`src/rtl/alu24_arbiter.sv`:
```
// Round-robin arbiter sharing one ALU24 between two requesters; registers operands, captures result and flags.
// Latency: accept edge N -> RspValid visible in cycle N+2; at most one operation every 3 cycles.
// Backpressure: ReqReady only in IDLE; the response is held stable until RspReady of the granted requester.
// Optional statistics counters are enabled by defining ALU_ARB_STATS_EN.
module alu24_arbiter #(
    parameter int WIDTH = 24
`ifdef ALU_ARB_STATS_EN
    ,
    parameter int CNT_W = 16
`endif
) (
    input  logic             Clock,
    input  logic             ResetN,
    input  logic [1:0]       ReqValid,
    output logic [1:0]       ReqReady,
    input  logic [WIDTH-1:0] ReqA0,
    input  logic [WIDTH-1:0] ReqA1,
    input  logic [WIDTH-1:0] ReqB0,
    input  logic [WIDTH-1:0] ReqB1,
    input  logic [2:0]       ReqOp0,
    input  logic [2:0]       ReqOp1,
    output logic [1:0]       RspValid,
    input  logic [1:0]       RspReady,
    output logic [WIDTH-1:0] RspResult,
    output logic             RspZero,
    output logic             RspOverflow,
    output logic             RspCarryOut,
    output logic             RspError,
    output logic [WIDTH-1:0] AluA,
    output logic [WIDTH-1:0] AluB,
    output logic [1:0]       AluOp,
    output logic             AluBNegate,
    input  logic [WIDTH-1:0] AluResult,
    input  logic             AluZero,
    input  logic             AluOverflow,
    input  logic             AluCarryOut
`ifdef ALU_ARB_STATS_EN
    ,
    output logic [CNT_W-1:0] OpCount0,
    output logic [CNT_W-1:0] OpCount1,
    output logic [CNT_W-1:0] ErrCount
`endif
);

    typedef enum logic [1:0] {ST_IDLE, ST_EXEC, ST_RESP} state_t;

    state_t             state_q, state_d;
    logic               last_gnt_q, last_gnt_d;
    logic               illegal_q, illegal_d;
    logic [WIDTH-1:0]   alu_a_q, alu_a_d;
    logic [WIDTH-1:0]   alu_b_q, alu_b_d;
    logic [1:0]         alu_op_q, alu_op_d;
    logic               alu_bneg_q, alu_bneg_d;
    logic [1:0]         rsp_vld_q, rsp_vld_d;
    logic [WIDTH-1:0]   rsp_result_q, rsp_result_d;
    logic               rsp_zero_q, rsp_zero_d;
    logic               rsp_ovf_q, rsp_ovf_d;
    logic               rsp_cout_q, rsp_cout_d;
    logic               rsp_err_q, rsp_err_d;

    logic               gnt;
    logic               accept;
    logic               rsp_done;
    logic [WIDTH-1:0]   sel_a;
    logic [WIDTH-1:0]   sel_b;
    logic [2:0]         sel_op;
    logic               op_legal;
    logic [1:0]         dec_op;
    logic               dec_bneg;

    // Pick the grant: a lone requester wins, a tie goes to the one not served last.
    always_comb begin
        gnt = 1'b0;
        case (ReqValid)
            2'b01:   gnt = 1'b0;
            2'b10:   gnt = 1'b1;
            2'b11:   gnt = ~last_gnt_q;
            default: gnt = 1'b0;
        endcase
        ReqReady = 2'b00;
        if (state_q == ST_IDLE && ReqValid != 2'b00) begin
            ReqReady = gnt ? 2'b10 : 2'b01;
        end
        accept   = |(ReqValid & ReqReady);
        rsp_done = (state_q == ST_RESP) && RspReady[last_gnt_q];
    end

    // Mux the granted requester's operands and decode its opcode into ALU24 controls.
    always_comb begin
        sel_a    = gnt ? ReqA1  : ReqA0;
        sel_b    = gnt ? ReqB1  : ReqB0;
        sel_op   = gnt ? ReqOp1 : ReqOp0;
        op_legal = 1'b1;
        dec_op   = 2'b00;
        dec_bneg = 1'b0;
        case (sel_op)
            3'b000:  dec_op = 2'b00;
            3'b001:  dec_op = 2'b01;
            3'b010:  dec_op = 2'b10;
            3'b011:  begin dec_op = 2'b10; dec_bneg = 1'b1; end
            3'b100:  dec_op = 2'b11;
            default: op_legal = 1'b0;
        endcase
    end

    // Next-state logic for the IDLE -> EXEC -> RESP sequence and all registered outputs.
    always_comb begin
        state_d      = state_q;
        last_gnt_d   = last_gnt_q;
        illegal_d    = illegal_q;
        alu_a_d      = alu_a_q;
        alu_b_d      = alu_b_q;
        alu_op_d     = alu_op_q;
        alu_bneg_d   = alu_bneg_q;
        rsp_vld_d    = rsp_vld_q;
        rsp_result_d = rsp_result_q;
        rsp_zero_d   = rsp_zero_q;
        rsp_ovf_d    = rsp_ovf_q;
        rsp_cout_d   = rsp_cout_q;
        rsp_err_d    = rsp_err_q;
        case (state_q)
            ST_IDLE: begin
                if (accept) begin
                    last_gnt_d = gnt;
                    illegal_d  = ~op_legal;
                    // Illegal ops leave the ALU ports untouched; only the error is reported.
                    if (op_legal) begin
                        alu_a_d    = sel_a;
                        alu_b_d    = sel_b;
                        alu_op_d   = dec_op;
                        alu_bneg_d = dec_bneg;
                    end
                    state_d = ST_EXEC;
                end
            end
            ST_EXEC: begin
                rsp_vld_d = last_gnt_q ? 2'b10 : 2'b01;
                if (illegal_q) begin
                    rsp_result_d = '0;
                    rsp_zero_d   = 1'b0;
                    rsp_ovf_d    = 1'b0;
                    rsp_cout_d   = 1'b0;
                    rsp_err_d    = 1'b1;
                end else begin
                    rsp_result_d = AluResult;
                    rsp_zero_d   = AluZero;
                    rsp_ovf_d    = AluOverflow;
                    rsp_cout_d   = AluCarryOut;
                    rsp_err_d    = 1'b0;
                end
                state_d = ST_RESP;
            end
            ST_RESP: begin
                if (rsp_done) begin
                    rsp_vld_d = 2'b00;
                    state_d   = ST_IDLE;
                end
            end
            default: state_d = ST_IDLE;
        endcase
    end

    // State and output registers; reset discards any in-flight operation.
    always_ff @(posedge Clock or negedge ResetN) begin
        if (!ResetN) begin
            state_q      <= ST_IDLE;
            last_gnt_q   <= 1'b1;
            illegal_q    <= 1'b0;
            alu_a_q      <= '0;
            alu_b_q      <= '0;
            alu_op_q     <= 2'b00;
            alu_bneg_q   <= 1'b0;
            rsp_vld_q    <= 2'b00;
            rsp_result_q <= '0;
            rsp_zero_q   <= 1'b0;
            rsp_ovf_q    <= 1'b0;
            rsp_cout_q   <= 1'b0;
            rsp_err_q    <= 1'b0;
        end else begin
            state_q      <= state_d;
            last_gnt_q   <= last_gnt_d;
            illegal_q    <= illegal_d;
            alu_a_q      <= alu_a_d;
            alu_b_q      <= alu_b_d;
            alu_op_q     <= alu_op_d;
            alu_bneg_q   <= alu_bneg_d;
            rsp_vld_q    <= rsp_vld_d;
            rsp_result_q <= rsp_result_d;
            rsp_zero_q   <= rsp_zero_d;
            rsp_ovf_q    <= rsp_ovf_d;
            rsp_cout_q   <= rsp_cout_d;
            rsp_err_q    <= rsp_err_d;
        end
    end

    assign AluA        = alu_a_q;
    assign AluB        = alu_b_q;
    assign AluOp       = alu_op_q;
    assign AluBNegate  = alu_bneg_q;
    assign RspValid    = rsp_vld_q;
    assign RspResult   = rsp_result_q;
    assign RspZero     = rsp_zero_q;
    assign RspOverflow = rsp_ovf_q;
    assign RspCarryOut = rsp_cout_q;
    assign RspError    = rsp_err_q;

`ifdef ALU_ARB_STATS_EN
    logic [CNT_W-1:0] op_cnt0_q, op_cnt0_d;
    logic [CNT_W-1:0] op_cnt1_q, op_cnt1_d;
    logic [CNT_W-1:0] err_cnt_q, err_cnt_d;

    // Saturating counters: responses delivered per requester and illegal ops accepted.
    always_comb begin
        op_cnt0_d = op_cnt0_q;
        op_cnt1_d = op_cnt1_q;
        err_cnt_d = err_cnt_q;
        if (rsp_done && !last_gnt_q && op_cnt0_q != '1) op_cnt0_d = op_cnt0_q + 1'b1;
        if (rsp_done &&  last_gnt_q && op_cnt1_q != '1) op_cnt1_d = op_cnt1_q + 1'b1;
        if (accept && !op_legal && err_cnt_q != '1)     err_cnt_d = err_cnt_q + 1'b1;
    end

    // Counter registers, cleared only by reset.
    always_ff @(posedge Clock or negedge ResetN) begin
        if (!ResetN) begin
            op_cnt0_q <= '0;
            op_cnt1_q <= '0;
            err_cnt_q <= '0;
        end else begin
            op_cnt0_q <= op_cnt0_d;
            op_cnt1_q <= op_cnt1_d;
            err_cnt_q <= err_cnt_d;
        end
    end

    assign OpCount0 = op_cnt0_q;
    assign OpCount1 = op_cnt1_q;
    assign ErrCount = err_cnt_q;
`endif

endmodule

```
`config.mk`:
```
export PLATFORM = sky130hd
export DESIGN_NAME = alu24_arbiter
export DESIGN_NICKNAME = d
export VERILOG_FILES = /design/src/rtl/alu24_arbiter.sv
export SDC_FILE = /design/constraint.sdc
export NUM_CORES = 1
export LEC_CHECK = 0
export ABC_AREA = 1
export ABC_CLOCK_PERIOD_IN_PS = 3300
export BUFFER_PORTS_ARGS = -buffer_cell sky130_fd_sc_hd__buf_4
export CORE_MARGIN = 5
export CORE_UTILIZATION = 51
export CTS_BUF_LIST = sky130_fd_sc_hd__clkbuf_4
export DETAILED_ROUTE_END_ITERATION = 10
export PLACE_DENSITY_LB_ADDON = 0.25
export SLEW_MARGIN = 0
export SYNTH_ARGS = -nofsm -noshare
export SYNTH_HDL_FRONTEND = slang
export SYNTH_SLANG_ARGS = --single-unit
```
`constraint.sdc`:
```
create_clock -name Clock -period 3.3 [get_ports Clock]
set_input_delay 0.33 -clock Clock [delete_from_list [all_inputs] [get_ports Clock]]
set_output_delay 0.33 -clock Clock [all_outputs]
set_load 0.1 [all_outputs]
```
# Word-level counts from Yosys, hierarchy flattened
# Cells that the tools add are included.
# totals
ff_bits	85
latch_bits	0
mem_bits_rw	0
romBits	0
in_bits	135
output_inout_bits	83
word_cells	61
n_memories	0
# classes
addsub	0
n_mul	0
div_mod_pow	0
n_lt_le_gt_ge	1
eq_ne	10
shift	0
mux	21
bitwise	3
reduce_logical	13
# ops
op	n
$mux 24	3
$pmux 2 s3	2
$mux 2	5
$mux 1	8
$eq 2x2->1 const B	3
$eq 3x2->1 const B	2
$reduce_and 2->1	3
$reduce_or 5->1	1
$ne 2x2->1 const B	2
$pmux 2 s2	1
$reduce_bool 2->1	2
$reduce_or 2->1	2
$eq 3x1->1 const B	1
$eq 3x3->1 const B	1
$logic_not 3->1	1
$mux 3	1
$reduce_and 3->1	1
$and 2x2->2	1
$eq 2x1->1 const B	1
$logic_and 1x1->1	2
$logic_not 2->1	1
$lt 1x2->1 const B	1
$not 1->1	2
$pmux 1 s2	1

# Longest topological paths before layout
# depth
depth_word	8
depth_mapped	11
mapped_depth_nobuf	9

# Worst setup path after synthesis
# OpenSTA, ideal clock, no wires.
# synth_path
path_type	register to register
startpoint	register last_gnt_q
endpoint	register last_gnt_q
arrival_time_ns	3.222
t_required_ns	3.224
slack_ns	0.002
path_stages_with_launch	7
path_cell_list	dfstp_2 -> nand2_2 -> nand2_2 -> buf_6 -> buf_2 -> nor3_1 -> o21bai_1
# synth_between
elab_chain_len	7
# synth_lines
item	line_no	rtl
from (decl)	48	logic last_gnt_q, last_gnt_d;
from (signal assigned)	181	last_gnt_q <= last_gnt_d;
$not 1->1	77	2'b11: gnt = ~last_gnt_q;
$pmux 1 s2	74	case (ReqValid)
$mux 2	82	ReqReady = gnt ? 2'b10 : 2'b01;
$mux 2	81	if (state_q == ST_IDLE && ReqValid != 2'b00) begin
named net ReqReady[1]	15	output logic [1:0] ReqReady,
$and 2x2->2	84	accept = |(ReqValid & ReqReady);
$reduce_or 2->1	84	
$reduce_and 2->1 (no line)	n/a	
# The timed path passes the listed nets, and every way through them passes these cells.
# A chain may end at the register's enable or synchronous reset.

# Final worst setup path
# layout_path
startpoint	register last_gnt_q
endpoint	output port ReqReady[0]
# layout_between
elab_chain_len	4
# layout_lines
item	line_no
$not 1->1	77
$pmux 1 s2	74
$mux 2	82
$mux 2	81
to (decl)	15
# No other way between the ends.

==> run summary <==
RSZ-0062 raised after global routing: false
outcome: finished, final reports clean
crit path time final: 2730 ps
worst-case reg-to-reg path depth: 9
Worst Setup SP: last_gnt_q$_DFFE_PN1P_
Post-synth top cells: 216 x nand2_1, 90 x nand3_1, 84 x dfrtp_1, 27 x a22o_1, 18 x nand3_2
Critical Path Fanout Max: 36
Post-synth EDFFs: 0
number of antenna violations at the first check in global routing: 0
hpwl dp: 9060 µm
Crit. path cell count: 6
Final Wtd Congestion: 0.794
initial core utilization: 51.8%
CTS Sinks: 85
total CTS buffers: 9
core area: 0.00813 mm²
Worst-path clk slew: 150 ps
Die W: 101 µm
Clock Latency Late Sink: 440 ps
number of gates resized after CTS: 0
largest net degree at the start of global routing: 86
final setup TNS: 0 ps
layout cells sized above 1: 37.3%
Port-buffer cells: 217
Final Hold Fails: 0
IO Count: 218
Crit Path Category: reg -> out
average routed wire per standard cell: 15.2 µm
mapped cell area: 0.00422 mm²
final net count: 844
register area: 0.00213 mm²
vias: 4218
clk root buf: clkbuf_4
CP peak stage delay: 580 ps
sequential share of the synthesized area: 50.5%
CP endpoint kind: primary output
crit path DAT: 2400 ps
grt total ovfl: 0
Rows: 33
Syn Inst Count: 514
Critical-path top delay cell: dfstp_2
most common cell in the netlist: nand2_1
ys async rst share: 100%
post-synth top area cell: dfrtp_1
synthesized flop and latch total: 85
Pre-Repair DR Iteration Count: 4
area occupied by multi-input gates: 0.00182 mm²
slew margin rel.: 30.3%
total track usage: 24.4%
Slew @ Worst Pin: 1050 ps
fin crit share: 82.6%
CTS Hold Bufs: 0
critical path's top delay family: buffers and inverters
flop2flop setup slack: 800 ps
max frequency: 0.367 GHz
Clock Skews: 23.1 ps
Die Height: 101 µm
syn nets: 649
worst path required time: 2970 ps
Max H-tree Level: 3
vias in the first global route: 4091
DR iter-0 viols: 203
YS warnings: 0
Most used DFF post-synth: dfrtp_1
Ant. Diodes: 0
Synth top area share: 49.9%
first-pass GRT wire length: 19800 µm
Mean Syn Cell Area: 8.20 µm²
WP buf/inv: 3
crit path to: ReqReady[0]
Clock Tree Buf Depth: 2
Vias per Instance: 5.15
RR Endpoint: AluB[11]$_DFFE_PN0P_
FILL cells: 660
critical path cell sequence: nand2_2 -> nand2_2 -> buf_4 -> nand3_1 -> inv_1 -> buf_4
final setup vio count: 0
Yosys cell types: 23
number of max-cap violations: 0
fin. max-slew vios: 0
post-route ant nets: 0
die footprint: 0.0102 mm²
Post-route DRC: 0
dominant cells by area after synthesis: dfrtp_1 50%, nand2_1 19%, nand3_1 11%
Hold Path Class: in -> async
post-CTS setup buffers: 0
WL final: 12400 µm
CP Launch Type: flop
worst reg2reg startpoint: last_gnt_q$_DFFE_PN1P_
P&R area growth vs syn: 41.7%
CTS tree: done
-- logic make-up (layout without fill, tap and decap cells) --
kind of cell	Yosys count	count (layout)	synth area share [%]
DFF	85	85	50.5
and+or+nand+nor	346	346	37.1
AOI/OAI and AO/OA	31	31	6.14
buffers and inverters	52	252	6.29
-- flip-flops by register name, indices dropped and copies added, names as in the netlist --
| register | cells |
|---|---|
| RspOverflow | 1 |
| last_gnt_q | 1 |
| RspZero | 1 |
| RspResult | 24 |
| AluOp | 2 |
| RspCarryOut | 1 |
| illegal_q | 1 |
| AluB | 24 |
| RspValid | 2 |
| RspError | 1 |
| state_q | 2 |
| AluA | 24 |
| AluBNegate | 1 |
-- per-stage QoR --
stage / hold slack, ps / worst slack [ps] / instance area, µm² / std cells / util [%]
after CTS: 76.0 / 542 / 5970 / 819 / 73.4
after global placement: 456 / 927 / 5800 / 803 / 71.3
after floorplan: 34.4 / 2.39 / 4220 / 514 / -
after global routing: 63.4 / 402 / 5970 / 819 / 73.4
final: 48.8 / 573 / 5970 / 819 / 73.4
after detailed placement: 461 / 799 / 5800 / 803 / 71.3
-- layout by cell type, fill, tap and decap left out, types with 2 or more instances in the layout --
master | Yosys | layout
buf_4 | 2 | 222
nand2_1 | 216 | 216
nand3_1 | 90 | 90
dfrtp_1 | 84 | 84
a22o_1 | 27 | 27
nand3_2 | 18 | 18
inv_1 | 14 | 14
nor2_1 | 10 | 10
clkbuf_4 | 0 | 9
nand2_2 | 6 | 6
inv_6 | 0 | 3
a21oi_1 | 2 | 2
bufinv_16 | 0 | 2
-- cell type report --
type | instances | area share (%)
multi-input combinational | 377 | 30.5
inverter | 14 | 0.880
clock inverter | 7 | 1.72
tap | 105 | 2.20
timing repair buffer | 222 | 27.9
clock buffer | 9 | 1.13
sequential | 85 | 35.6
-- per-layer routing --
layer / global-route usage (%) / vias to the layer above / share of wire [%] / wire [µm]
li1: - / 2064 / - / -
met5: 0 / - / 0 / 0
met4: 7.06 / 0 / 1.3 / 163
met2: 41.3 / 165 / 51 / 6340
met3: 6.30 / 17 / 8.0 / 993
met1: 31.0 / 1972 / 40 / 4910
-- worst min path at each step --
stage                                    end  slack (ps)  cells after the start
floorplan                AluA[0]$_DFFE_PN0P_          30                      0
global placement        AluA[11]$_DFFE_PN0P_         460                      2
detailed placement       AluA[9]$_DFFE_PN0P_         460                      2
CTS                 RspResult[7]$_DFFE_PN0P_          80                      1
global route        RspResult[3]$_DFFE_PN0P_          60                      2
finish                   AluB[2]$_DFFE_PN0P_          50                      1
Power is not shown: default switching activity piles up to over one toggle a cycle in this logic, so the estimate is an artifact.
